==> config.mk <==
export PLATFORM = sky130hd
export DESIGN_NAME = pulse_xfer_sched
export DESIGN_NICKNAME = d
export VERILOG_FILES = /design/src/rtl/pulse_sched_pkg.sv /design/src/rtl/pulse_sched_rr_arb.sv /design/src/rtl/pulse_xfer_sched.sv
export SDC_FILE = /design/constraint.sdc
export NUM_CORES = 1
export LEC_CHECK = 0
export ABC_AREA = 1
export CAP_MARGIN = 40
export CORE_UTILIZATION = 40
export DETAILED_ROUTE_END_ITERATION = 8
export PLACE_DENSITY = 0.69
export SLEW_MARGIN = 20
export SYNTH_ARGS = -nofsm -noshare
export SYNTH_HDL_FRONTEND = slang
export SYNTH_HIERARCHICAL = 1
export SYNTH_SLANG_ARGS = --single-unit
export TNS_END_PERCENT = 50
==> constraint.sdc <==
create_clock -name CLK_I -period 1.6 [get_ports CLK_I]
set_input_delay 0.16 -clock CLK_I [delete_from_list [all_inputs] [get_ports CLK_I]]
set_output_delay 0.16 -clock CLK_I [all_outputs]
set_load 0.01 [all_outputs]
==> src/rtl/pulse_sched_pkg.sv <==
// Shared definitions for the pulse crossing scheduler: FSM encoding and
// elaboration-time sizing/consistency helpers.
package pulse_sched_pkg;

  typedef enum logic [1:0] {
    S_IDLE  = 2'd0,
    S_ISSUE = 2'd1,
    S_GAP   = 2'd2
  } state_e;

  // Gap counter must hold P_GAP-2; never narrower than one bit.
  function automatic int gap_cnt_w(input int gap);
    return (gap > 2) ? $clog2(gap) : 1;
  endfunction

  function automatic bit idw_ok(input int n, input int idw);
    return (n >= 2) && (n <= 16) && (idw == $clog2(n));
  endfunction

endpackage

==> src/rtl/pulse_sched_rr_arb.sv <==
// Combinational round-robin pick: first set request at or after the pointer,
// wrapping from P_N-1 back to 0.
module pulse_sched_rr_arb #(
  parameter int P_N   = 4,
  parameter int P_IDW = 2
) (
  input  logic [P_N-1:0]   i_req,
  input  logic [P_IDW-1:0] i_ptr,
  output logic             o_vld,
  output logic [P_IDW-1:0] o_idx
);

  int w_j;

  // Scan from the farthest offset down so the closest match is written last.
  always_comb begin
    o_vld = 1'b0;
    o_idx = '0;
    w_j   = 0;
    for (int k = P_N - 1; k >= 0; k--) begin
      w_j = int'(i_ptr) + k;
      if (w_j >= P_N) w_j = w_j - P_N;
      if (i_req[w_j[P_IDW-1:0]]) begin
        o_vld = 1'b1;
        o_idx = w_j[P_IDW-1:0];
      end
    end
  end

endmodule

==> src/rtl/pulse_xfer_sched.sv <==
// Round-robin scheduler sharing one toggle-based pulse crossing among P_N requesters.
// Define PULSE_SCHED_CNT_EN for saturating per-requester counters instead of 1-bit flags.
module pulse_xfer_sched
  import pulse_sched_pkg::*;
#(
  parameter int P_N   = 4,
  parameter int P_IDW = 2,
  parameter int P_GAP = 6,
  parameter int P_CW  = 4
) (
  input  logic             CLK_I,
  input  logic             RST,
  input  logic [P_N-1:0]   REQ_I,
  input  logic [P_N-1:0]   MASK_I,
  input  logic             DROP_CLR_I,
  output logic             PULSE_O,
  output logic [P_IDW-1:0] SEL_O,
  output logic [P_N-1:0]   PEND_O,
  output logic [P_N-1:0]   DROP_O,
  output logic             IDLE_O
);

  localparam int            GW       = gap_cnt_w(P_GAP);
  localparam logic [GW-1:0] GAP_LOAD = GW'(P_GAP - 2);
  localparam bit            CFG_OK   = idw_ok(P_N, P_IDW) && (P_GAP >= 2) && (P_CW >= 1);

  if (!CFG_OK) begin : g_cfg_err
    $error("pulse_xfer_sched: inconsistent P_N/P_IDW/P_GAP/P_CW");
  end

  state_e           r_state, w_state_nxt;
  logic [GW-1:0]    r_gap;
  logic [P_IDW-1:0] r_sel, r_ptr;
  logic [P_N-1:0]   r_drop;
  logic [P_N-1:0]   w_pend, w_elig, w_drop_evt, w_iss_vec;
  logic             w_arb_vld, w_grant, w_issue;
  logic [P_IDW-1:0] w_arb_idx;

  assign w_elig = w_pend & MASK_I;

  pulse_sched_rr_arb #(
    .P_N   (P_N),
    .P_IDW (P_IDW)
  ) u_arb (
    .i_req (w_elig),
    .i_ptr (r_ptr),
    .o_vld (w_arb_vld),
    .o_idx (w_arb_idx)
  );

  always_comb begin
    w_state_nxt = r_state;
    w_grant     = 1'b0;
    w_issue     = 1'b0;
    case (r_state)
      S_IDLE: begin
        if (w_arb_vld) begin
          w_grant     = 1'b1;
          w_state_nxt = S_ISSUE;
        end
      end
      S_ISSUE: begin
        w_issue     = 1'b1;
        w_state_nxt = (GAP_LOAD == '0) ? S_IDLE : S_GAP;
      end
      S_GAP: begin
        // Leave as the count reaches zero so issue-to-issue spacing is exactly P_GAP.
        if (r_gap <= GW'(1)) w_state_nxt = S_IDLE;
      end
      default: w_state_nxt = S_IDLE;
    endcase
  end

  always_ff @(posedge CLK_I) begin
    if (RST) begin
      r_state <= S_IDLE;
      r_gap   <= '0;
      r_sel   <= '0;
      r_ptr   <= '0;
    end else begin
      r_state <= w_state_nxt;
      if (w_grant) r_sel <= w_arb_idx;
      if (w_issue) begin
        r_ptr <= (r_sel == P_IDW'(P_N - 1)) ? '0 : r_sel + P_IDW'(1);
        r_gap <= GAP_LOAD;
      end else if ((r_state == S_GAP) && (r_gap != '0)) begin
        r_gap <= r_gap - GW'(1);
      end
    end
  end

  always_comb begin
    w_iss_vec = '0;
    for (int i = 0; i < P_N; i++) begin
      w_iss_vec[i] = w_issue && (r_sel == P_IDW'(i));
    end
  end

`ifdef PULSE_SCHED_CNT_EN
  // A request meeting its own issue is accepted even at max: the slot is freed that cycle.
  for (genvar gi = 0; gi < P_N; gi++) begin : g_cnt
    logic [P_CW-1:0] r_cnt;
    logic            w_full, w_inc, w_dec;

    assign w_full          = &r_cnt;
    assign w_dec           = w_iss_vec[gi];
    assign w_inc           = REQ_I[gi] && (!w_full || w_dec);
    assign w_drop_evt[gi]  = REQ_I[gi] && w_full && !w_dec;
    assign w_pend[gi]      = |r_cnt;

    always_ff @(posedge CLK_I) begin
      if (RST) begin
        r_cnt <= '0;
      end else if (w_inc && !w_dec) begin
        r_cnt <= r_cnt + P_CW'(1);
      end else if (w_dec && !w_inc) begin
        r_cnt <= r_cnt - P_CW'(1);
      end
    end
  end
`else
  logic [P_N-1:0] r_pend;

  assign w_pend     = r_pend;
  assign w_drop_evt = REQ_I & r_pend & ~w_iss_vec;

  always_ff @(posedge CLK_I) begin
    if (RST) r_pend <= '0;
    else     r_pend <= (r_pend & ~w_iss_vec) | REQ_I;
  end
`endif

  // Set wins over clear so a drop coinciding with DROP_CLR_I is never lost.
  always_ff @(posedge CLK_I) begin
    if (RST) r_drop <= '0;
    else     r_drop <= (r_drop & ~{P_N{DROP_CLR_I}}) | w_drop_evt;
  end

  assign PULSE_O = w_issue;
  assign SEL_O   = r_sel;
  assign PEND_O  = w_pend;
  assign DROP_O  = r_drop;
  assign IDLE_O  = (r_state == S_IDLE) && !w_arb_vld;

endmodule

==> results.cfg <==
[final_layout]
antennaDiodeCount = 0
post-route-cell-area_sq_mm = 0.001441
fillerInstances = 241
areaGrowthSynthToFinish_pct = 41.70
drive_above_1_share_pct = 24.49
nets = 215

[logic_synthesis]
ys_types = 21
synthCells = 155
syn-cell-area_sq_mm = 0.001017
synth_warnings = 6
syn_area_per_cell_sq_um = 6.563
synth_seq_cells = 17
synth_fp_nets = 173
yosysSeqAreaShare_pct = 33.46

[worst_setup_path]
start_kind = flop
slowest_stage = dfxtp_2
crit_chain = buf_4 > nand2_1 > o21ai_2 > nor2_2 > nand2_2 > nor3_2 > buf_2
arrival_ps = 1400
critPathKind = flop to output port
crit_fanout = 7
crit_required_ps = 1440
slowest_delay_ps = 360
endpoint_kind = output port

[sta]
worst_slew_pin_slew_ps = 259.9
rsz0062_at_grt = true
period_share_pct = 97.27
fmax_ghz = 0.6425
finalSetupViolations = 0
hold_viol = 0
slew_viol_final = 0
fin_crit_ps = 1556
relSlewSlack_pct = 82.65
finalClockSkew_ps = 3.931

[detailed_routing]
routed-via-count = 1054
drtIter0Drc = 20
drt.antenna.violating_nets = 0
drc_errors = 0
vias_per_cell = 4.705
drt_pre_antenna_iters = 4
wl_per_cell_um = 10.58
totalWireLength_um = 2369

[grt]
grt_pass1_wl_um = 4008
grt_max_degree = 12
grt_remaining_overflow = 0
grt_pass1_vias = 998
grt_usage_pct = 19.36
antenna_found_initial = 0

[pwr]
power.total_mw = 1.837
vdd_drop_max_v = 0.0008093
power.density_mw_per_mm2 = 1274
p_leak_nw = 0.7052

[flow_run]
max-cap-violations = 0

[clock_network]
cts.clk_slew.worst_paths_ps = 100
clock_sinks = 17
cts_hold_buf = 0
cts_max_level = 1
cts_tree = done
cts_root_buf = clkbuf_4
worst_skew_pair.late_latency_ps = 280
clockBufferDepth = 2
cts_buffers = 3

[floorplan]
die_w_um = 52.43
start_util_pct = 44.28
die_y_um = 52.43
die_area_sq_mm = 0.002749
core-area_sq_mm = 0.002297
ios = 23
num_rows = 17

[placement]
hpwl_um = 1891
dpl_cell_area_sq_mm = 0.001378
gp_routability_congestion = 0.8238
io_buffers = 22

[min_path]
hold_path_class = input port to flop

[status]
status = complete, no violations
state kept, by name, summed over array words and instances, names as in the netlist:
signal and count:
DROP_O 4, PEND_O 4, SEL_O 2, r_gap 3, r_ptr 2, r_state 2
worst paths after layout:
path | startpoint | to | slack (ps) | cells after the start
hold / removal | REQ_I[0] | DROP_O[0]$_SDFF_PP0_ | 470 | 3
setup / recovery | r_ptr[0]$_SDFFE_PP0P_ | IDLE_O | 40 | 7
hold reg to reg | DROP_O[3]$_SDFF_PP0_ | DROP_O[3]$_SDFF_PP0_ | 470 | 2
setup reg to reg | PEND_O[3]$_SDFF_PP0_ | SEL_O[0]$_SDFFE_PP0P_ | 70 | 13
cells in the final DEF, fill, tap and decap left out, types with 2 or more instances in the layout:
cell type	count
a21oi_1	13
a21oi_2	2
buf_4	17
clkbuf_4	3
clkdlybuf4s50_1	20
dfxtp_1	14
dfxtp_2	3
ha_1	7
inv_1	18
inv_2	6
nand2_1	43
nand2_2	6
nand3_1	14
nor2_1	13
nor2_4	2
o21ai_0	2
o21ai_2	2
cell usage after synthesis:
cell	n	share of area (%)
a21boi_1	1	0.74
a21oi_1	14	6.9
a21oi_2	1	0.86
and2_4	1	0.86
buf_6	1	1.1
clkbuf_1	1	0.37
clkinv_2	1	0.49
dfxtp_1	17	33
ha_1	7	8.6
inv_1	21	7.7
inv_2	3	1.1
nand2_1	45	17
nand2_2	4	2.5
nand3_1	15	7.4
nor2_1	14	5.2
nor2_4	2	2.2
nor3_1	1	0.49
o21ai_0	3	1.5
o21ai_1	1	0.49
o21ai_2	1	0.86
or2_0	1	0.62
worst max-delay path: cells and delay by family, from the launching register on:
kind | cells | cell delay, ps
AO/OA/AOI/OAI | 1 | 70
buffers and inverters | 2 | 280
flip-flops | 1 | 360
AND/OR/NAND/NOR | 4 | 400
layer usage:
layer,track usage (%),routed length [um]
met5,0,0
met4,6.579,12
met2,32.70,1154
met3,2.029,46
met1,25.35,1156
stage by stage:
stage | worst slack [ps] | util [%] | cells | setup TNS (ps) | hold slack [ps]
2_1_floorplan | 289.6 | - | 155 | 0 | 229.1
3_3_place_gp | -390.7 | 59.97 | 219 | -763.7 | 453.6
3_5_place_dp | -433.3 | 59.97 | 219 | -883.5 | 460.5
4_1_cts | -32.75 | 61.00 | 223 | -32.75 | 466.4
5_1_grt | -54.47 | 62.75 | 224 | -94.95 | 491.0
6_report | 43.68 | 62.75 | 224 | 0 | 470.1
final cells by class:
cell class / count / area (sq um) / share of cell area [%]
timing repair buffer: 39 / 345.3 / 23.96
inverter: 25 / 95.09 / 6.597
multi-input combinational: 111 / 595.6 / 41.32
sequential: 17 / 344.1 / 23.87
clock buffer: 4 / 26.28 / 1.823
tap: 28 / 35.03 / 2.431
kinds of logic after synthesis:
logic type,synth area share [%]
adder cells (fa/ha/maj),8.610
flip-flops,33.46
buffers and inverters,10.82
AND/OR/NAND/NOR,35.79
AO/OA/AOI/OAI,11.32
what timing repair did:
item,in CTS,in global routing
buffers inserted,0,1
setup endpoints to repair,2,3
pin swaps,0,2
hold endpoints to repair,0,0
resized for setup,6,14
power by group:
part	leakage (nW)	switching (mW)	internal [mW]
sequential	0.141	0.104	0.510
clock	0.0150	0.130	0.0968
combinational	0.549	0.522	0.473
total	0.705	0.756	1.08
(Power assumes the default switching activity.)
